$ cat src/rtl/seq_dff_capture_ctrl_if.sv
// Bus between the serial source / parallel consumer and the DFF capture controller.
interface seq_dff_capture_ctrl_if #(
  parameter int NBITS = 8,
  parameter int CW    = $clog2(NBITS + 1)
);
  logic             start;
  logic             a;
  logic             out_rdy;
  logic [NBITS-1:0] q;
  logic [CW-1:0]    count;
  logic             busy;
  logic             out_val;

  // Source/consumer side drives requests and data, observes the word.
  modport master (output start, a, out_rdy, input q, count, busy, out_val);
  // Controller side.
  modport slave  (input start, a, out_rdy, output q, count, busy, out_val);
endinterface

$ cat src/rtl/seq_dff_capture_ctrl.sv
// Sequencer for a bank of NBITS DFFs loaded serially (MSB first) after a
// start pulse; the full word is offered with a valid/ready handshake.
module seq_dff_capture_ctrl #(
  parameter int NBITS = 8
) (
  input  logic                  clk,
  input  logic                  reset,
  seq_dff_capture_ctrl_if.slave bus
);
  localparam int CW = $clog2(NBITS + 1);

  typedef enum logic [1:0] {S_IDLE, S_SHIFT, S_WAIT} state_t;

  state_t           state_q, state_d;
  logic [NBITS-1:0] q_q, q_d;
  logic [CW-1:0]    cnt_q, cnt_d;

  // State, DFF bank and bit counter; reset discards any partial word.
  always_ff @(posedge clk) begin
    if (reset) begin
      state_q <= S_IDLE;
      q_q     <= '0;
      cnt_q   <= '0;
    end else begin
      state_q <= state_d;
      q_q     <= q_d;
      cnt_q   <= cnt_d;
    end
  end

  // Next-state logic; a only reaches the bank in SHIFT so it is don't-care elsewhere.
  always_comb begin
    state_d = state_q;
    q_d     = q_q;
    cnt_d   = cnt_q;
    unique case (state_q)
      S_IDLE: begin
        if (bus.start) begin
          state_d = S_SHIFT;
          q_d     = '0;
          cnt_d   = '0;
        end
      end
      S_SHIFT: begin
        q_d   = {q_q[NBITS-2:0], bus.a};
        cnt_d = cnt_q + CW'(1);
        if (cnt_q == CW'(NBITS - 1)) state_d = S_WAIT;
      end
      S_WAIT: begin
        // Accept with start in the same cycle restarts without an idle bubble.
        if (bus.out_rdy) begin
          if (bus.start) begin
            state_d = S_SHIFT;
            q_d     = '0;
            cnt_d   = '0;
          end else begin
            state_d = S_IDLE;
          end
        end
      end
      default: state_d = S_IDLE;
    endcase
  end

  // Outputs come straight from registers or a state decode only.
  assign bus.q       = q_q;
  assign bus.count   = cnt_q;
  assign bus.busy    = (state_q != S_IDLE);
  assign bus.out_val = (state_q == S_WAIT);

endmodule

$ cat src/flat_wrapper.sv
// flat-port wrapper written by rule: the top's interface ports become plain ports
module seq_dff_capture_ctrl_flat 
#(
  parameter int NBITS = 8
)
  (clk, reset, bus_start, bus_a, bus_out_rdy, bus_q, bus_count, bus_busy, bus_out_val);
  seq_dff_capture_ctrl_if #(.NBITS(NBITS)) bus_i ();
  input  logic clk;
  input  logic reset;
  input wire logic [$bits(bus_i.start)-1:0] bus_start;
  input wire logic [$bits(bus_i.a)-1:0] bus_a;
  input wire logic [$bits(bus_i.out_rdy)-1:0] bus_out_rdy;
  output wire logic [$bits(bus_i.q)-1:0] bus_q;
  output wire logic [$bits(bus_i.count)-1:0] bus_count;
  output wire logic [$bits(bus_i.busy)-1:0] bus_busy;
  output wire logic [$bits(bus_i.out_val)-1:0] bus_out_val;
  assign bus_i.start = bus_start;
  assign bus_i.a = bus_a;
  assign bus_i.out_rdy = bus_out_rdy;
  assign bus_q = bus_i.q;
  assign bus_count = bus_i.count;
  assign bus_busy = bus_i.busy;
  assign bus_out_val = bus_i.out_val;
  seq_dff_capture_ctrl #(.NBITS(NBITS)) u_core (.clk(clk), .reset(reset), .bus(bus_i));
endmodule
$ cat config.mk
export PLATFORM = sky130hd
export DESIGN_NAME = seq_dff_capture_ctrl_flat
export DESIGN_NICKNAME = d
export VERILOG_FILES = /design/src/rtl/seq_dff_capture_ctrl_if.sv /design/src/rtl/seq_dff_capture_ctrl.sv /design/src/flat_wrapper.sv
export SDC_FILE = /design/constraint.sdc
export NUM_CORES = 1
export LEC_CHECK = 0
export CORE_MARGIN = 5
export CORE_UTILIZATION = 38
export CTS_CLUSTER_SIZE = 16
export DETAILED_ROUTE_END_ITERATION = 12
export HOLD_SLACK_MARGIN = 0.05
export PLACE_DENSITY = 0.71
export SYNTH_ARGS = -nofsm -noshare
export SYNTH_HDL_FRONTEND = slang
export SYNTH_SLANG_ARGS = --single-unit
$ cat constraint.sdc
create_clock -name clk -period 1.25 [get_ports clk]
set_clock_uncertainty 0.05 [all_clocks]
set_input_delay 0.375 -clock clk [delete_from_list [all_inputs] [get_ports clk]]
set_output_delay 0.375 -clock clk [all_outputs]
set_load 0.02 [all_outputs]
==> Yosys cells after proc, flatten, opt, wreduce, memory -nomap -nowiden <==
Index checks and enable logic that the tools add are counted.
{ "totals": {"register_bits": 14, "latch_bits": 0, "ramBits": 0, "mem_bits_ro": 0, "input_bits": 5, "out_inout_bits": 14, "wordCells": 26, "mem_count": 0} }
{ "op_classes": {"addsub": 1, "mul": 0, "n_div": 0, "n_lt_le_gt_ge": 0, "eq_ne": 6, "shift": 0, "muxes": 11, "n_bitwise": 0, "reduce_logical": 5} }
{ "ops": {"columns": ["op", "n"], "rows": [
  ["one-hot mux 8 bit (3 select lines)", 1],
  ["2-to-1 mux 8 bit", 2],
  ["one-hot mux 4 bit (3 select lines)", 1],
  ["2-to-1 mux 4 bit", 2],
  ["2-to-1 mux 2 bit", 3],
  ["one-hot mux 2 bit (3 select lines)", 1],
  ["adder 4 x 1 -> 4 bit (second input constant)", 1],
  ["== test 4 x 3 -> 1 bit (second input constant)", 1],
  ["!= test 2 bit (second input constant)", 2],
  ["AND reduction 3 bit", 1],
  ["nonzero test 3 bit", 1],
  ["== test 2 x 1 -> 1 bit (second input constant)", 1],
  ["== test 2 bit (second input constant)", 1],
  ["logical NOT 2 bit", 1],
  ["!= test 2 x 1 -> 1 bit (second input constant)", 1],
  ["AND reduction 2 bit", 1],
  ["nonzero test 2 bit", 1],
  ["2-to-1 mux 1 bit", 1]
]} }

==> Depth between registers and ports, before layout <==
Gate-level depths: netlist of the first run.
{ "depth": {"word_depth": 3, "depth_mapped": 5, "ltp_nobuf": 5} }

==> Worst setup path before layout of the first run <==
No wires, ideal clock.
{ "synth_path": {"kind": "register to register", "startpoint": "register u_core.cnt_q[0] (netlist: u_core.bus.count[0])", "endpoint": "register u_core.cnt_q[2] (netlist: u_core.bus.count[2])", "setup_time_ps": 115, "arrival_time_ps": 1101, "required_ps": 1085, "slack_ps": -15, "stages_incl_launch_ff": 6, "cell_sequence": "dfxtp_1 -> ha_1 -> inv_1 -> a211oi_1 -> xnor2_1 -> nor2_1"} }
{ "synth_via": {"elab_chain_cells": 2} }
{ "synth_rtl": {"columns": ["item", "line_no", "rtl"], "rows": [
  ["start, declared", "seq_dff_capture_ctrl.sv:16", "logic [CW-1:0] cnt_q, cnt_d;"],
  ["start signal, assigned", "seq_dff_capture_ctrl.sv:27", "cnt_q <= cnt_d;"],
  ["adder 4 x 1 -> 4 bit", "seq_dff_capture_ctrl.sv:46", "cnt_d = cnt_q + CW'(1);"],
  ["one-hot mux 4 bit (3 select lines)", "seq_dff_capture_ctrl.sv:36", "unique case (state_q)"]
]} }
No other way between the ends.
A chain may end at the register's enable or synchronous reset.

==> Worst setup path after layout of the first run <==
{ "layout_path": {"startpoint": "register u_core.state_q[1]", "endpoint": "output port bus_busy"} }
{ "layout_via": {"elab_chain_cells": 1} }
{ "layout_rtl": {"columns": ["item", "line_no", "rtl"], "rows": [
  ["start, declared", "seq_dff_capture_ctrl.sv:14", "state_t state_q, state_d;"],
  ["start signal, assigned", "seq_dff_capture_ctrl.sv:25", "state_q <= state_d;"],
  ["nonzero test 2 bit", "seq_dff_capture_ctrl.sv:68", "assign bus.busy = (state_q != S_IDLE);"],
  ["end, declared", "flat_wrapper.sv:15", "output wire logic [$bits(bus_i.busy)-1:0] bus_busy;"]
]} }
No other way between the ends.

==> results of run 1 <==
[critical path, cell delays in order (launching register included)]
cell,delay [ns]
dfxtp_2,0.33
or2_4,0.24
buf_6,0.13
[stage by stage]
stage	hold slack (ns)	total power, W	std cells	instance area [um2]	setup TNS (ns)
finish	0.465	0.000987	118	1010	-0.339
global route	0.500	0.00104	118	1010	-0.927
CTS	0.485	0.000970	117	933	-0.309
detailed placement	0.463	0.000618	112	893	-7.16
global placement	0.460	0.000616	112	893	-6.99
floorplan	0.397	0.000553	64	582	0
[path summary, 6_finish.rpt]
check	startpoint	to	slack, ns	cells past startpoint
setup / recovery	u_core.state_q[1]$_SDFFE_PP0P_	bus_busy	-0.16	2
setup reg to reg	u_core.state_q[0]$_SDFFE_PP0P_	u_core.bus.q[5]$_SDFFE_PP0P_	-0.02	5
hold reg to reg	u_core.bus.q[7]$_SDFFE_PP0P_	u_core.bus.q[7]$_SDFFE_PP0P_	0.47	2
hold / removal	u_core.bus.q[7]$_SDFFE_PP0P_	u_core.bus.q[7]$_SDFFE_PP0P_	0.47	2
[sequential cells by signal, indices dropped and copies added, names as in the netlist]
signal	cells
u_core.bus.count	4
u_core.bus.q	8
u_core.state_q	2
[metal layers]
layer,routed length [um],GRT usage
met5,0,0
met4,44,0.0135
met3,128,0.0765
met2,813,0.230
met1,626,0.164
[layout by cell type, fill, tap and decap left out, types with 2 or more instances in the layout]
cell,instances
buf_2,4
buf_4,25
xnor2_1,2
dfxtp_2,10
clkdlybuf4s50_1,2
clkbuf_4,3
a22oi_2,9
dfxtp_1,4
buf_6,3
a21o_4,2
nor2_1,14
dlygate4sd2_1,2
a21oi_1,2
inv_1,2
nand2_1,2
[cells by family after synthesis]
family | Yosys count
xor+xnor | 2
compound gates | 17
simple gates | 24
buf+inv | 5
flops | 14
fa+ha+maj | 1
mux | 1
[Yosys cell counts]
master / n
a211oi_1: 3
a31o_2: 1
nand2_1: 2
mux2i_1: 1
or2_2: 2
a21oi_1: 2
nand2b_4: 1
a22oi_1: 9
xnor2_1: 2
nand2b_1: 1
inv_1: 2
dfxtp_1: 14
o21ai_0: 1
and2b_1: 1
ha_1: 1
nor2_1: 15
nor2b_1: 1
nand3_1: 1
buf_2: 1
a21o_1: 1
clkbuf_1: 1
buf_4: 1
[power groups by stage]
stage	registers [W]	logic, W	clock network (W)
after detailed placement	0.000470	0.000148	0
after global routing	0.000463	0.000212	0.000365
after CTS	0.000461	0.000172	0.000337
final	0.000461	0.000195	0.000331
after floorplan	0.000481	0.0000721	0
after global placement	0.000470	0.000146	0
[cell type report]
type | count | area, um2 | share of cell area
clock buffers | 4 | 36.3 | 0.0359
well taps | 16 | 20.0 | 0.0198
inverters | 2 | 7.51 | 0.00743
repair buffers | 36 | 279 | 0.276
flip-flops and latches | 14 | 293 | 0.290
multi-input cells | 46 | 374 | 0.371
[what timing repair did]
item / in CTS / in global routing
pin swaps: 4 / 12
cloned: 1 / 0
gates resized for setup: 75 / 25
buffers inserted: 0 / 1
setup endpoints to repair: 27 / 25
==> results.md, run 1 <==
- The run finished, with violations left.
- The final reports fail on negative setup slack.
- The share of the clock period used by the worst path after layout is 1.13.
- The number of filler instances in the final layout is 130.
- After synthesis, the largest family of logic cells by area is compound AO/OA/AOI/OAI gates.
- Of the total synthesized cell area, the portion taken by XOR and XNOR cells is 0.0302.
- STA classifies the critical path startpoint as a flop.
- The synthesized area per cell is 9.07 um2.
- Based on the critical path, the design can be clocked at up to 709 MHz.
- The compound-cell area share of the yosys netlist is 0.209.
- In this run the power spent charging and discharging nets is 0.000260 W.
- STA classifies the critical path endpoint as a primary output.
- The placer's final routability congestion estimate is 0.782.
- The total inserted antenna cells is 0.
- The simple logic cell fraction of the synthesized area is 0.198.
- The library cell used as clock root buffer is clkbuf_4.
- No sink is reached through more buffers than the 2 on the longest clock path.
- The worst vdd rail ir drop is 0.598 mV.
- The post-synthesis cell area is 581 um2.
- The number of input and output port buffers inserted is 18.
- At the end of the flow the core is filled with cells to 0.686.
- The share of the synthesized area in the top cell type is 0.483.
- In this run the remaining antenna-violating nets after routing total 0.
- The data required time of the critical path is 0.83 ns.
- Before CTS, the worst setup slack after placement is -0.457 ns.
- The via count of the first global-routing pass is 586.
- Of the total power, the share spent switching nets is 0.263.
- Yosys attributes the largest share of cell area to dfxtp_1, a22oi_1, nor2_1.
- For this run, design rule violations remaining after detail routing come to 0.
- The net total in the final layout is 109.
- The worst hold-check path type is reg2reg.
- From left edge to right edge, the die measures 49.1 um.
- For this run, the detailed router's first-pass iteration total came to 4.
- The clock reaches the later pin of the worst-skew pair after 0.29 ns.
- Internal power comes to 0.000728 W.
- The core region is 1470 um2.
- Of the total synthesized cell area, the portion taken by full adders, half adders and majority gates is 0.0216.
- In the global route stage, overall resource usage came out at 0.140.
- Wires add up to 1610 um.
- Buffers inserted to repair hold after CTS numbered 0.
- For this design the top-level I/O count stands at 19.
- The fraction of layout instances using a drive strength above 1 is 0.637.
- The synthesized net count is 70.
- The cell type with the highest aggregate area in the netlist is dfxtp_1.
- The initial antenna violation count is 0.
- The floorplan step defined a die boundary enclosing 2410 um2.
- The final number of max-transition violations is 0.
- The post-detailed-placement half-perimeter wirelength is 960 um.
- The initial utilization of the core area, before any placement, comes to 0.395.
- The TritonCTS clock tree is done.
- The routed layout has 600 vias.
- The arrival time of data at the critical path endpoint is 0.99 ns.
- Setup repair after global routing could not meet its margin everywhere.
- Entering global routing, the biggest net connects 12 pins.
- The minimum clock period is 1.41 ns.
- Of the synthesized area, sequential elements account for 0.483.
- The final number of hold-violating endpoints is 0.
- The share of total power dissipated in combinational logic is 0.198.
- CTS built an H-tree with a depth of 1.
- The layout overhead on the synthesized area is 73.9%.
- After detailed routing, the average wire length per cell comes to 13.7 um.
- The sequential share of power is 0.467.
- Clock tree synthesis inserted a total of 3 buffers.
- The leakage dissipation is 0.440 nW.
- Dividing total power by cell area gives a power density of 978 nW/um2.
- In this run, distinct cell masters in the synthesized netlist total 22.
- The share of cell area taken by muxes after synthesis is 0.0172.
- Synthesis inferred 14 register bits.
- For this run, the number of Yosys warnings is 0.
- The headroom to the max-slew limit is 0.857.
- The share of total power in the clock network is 0.335.
- The count of max-cap constraint violations is 0.
- The first global-routing pass estimated 2660 um of wire.
- The floorplan step set the die height to 49.1 um.
- Synthesis handed over a netlist of 64 instances.
- Setup violations remaining at the end of the flow were counted as 5.
- The total overflow left after global routing is 0.
- The maximum fanout count along the critical path is 3.
- The smallest setup slack after layout is -0.161 ns.
- The DRC marker count from the first detailed-route iteration is 6.
- The number of sinks on the clock net is 14.
- The via density per instance is 5.08.
- The number of cell rows is 14.
- The slew at the pin closest to its max-slew limit is 0.214 ns.
- After clock tree synthesis, the clock-pin slew on the worst setup and hold paths is 0.09 ns.
- The critical path is of the reg2out type.
Power figures use the tool's default switching activity.
==> inputs of run 2 (changes only) <==
- CTS_CLUSTER_DIAMETER: default -> 100
==> results of run 2 <==
Final layout, timing and power as in run 1 (identical DEF).
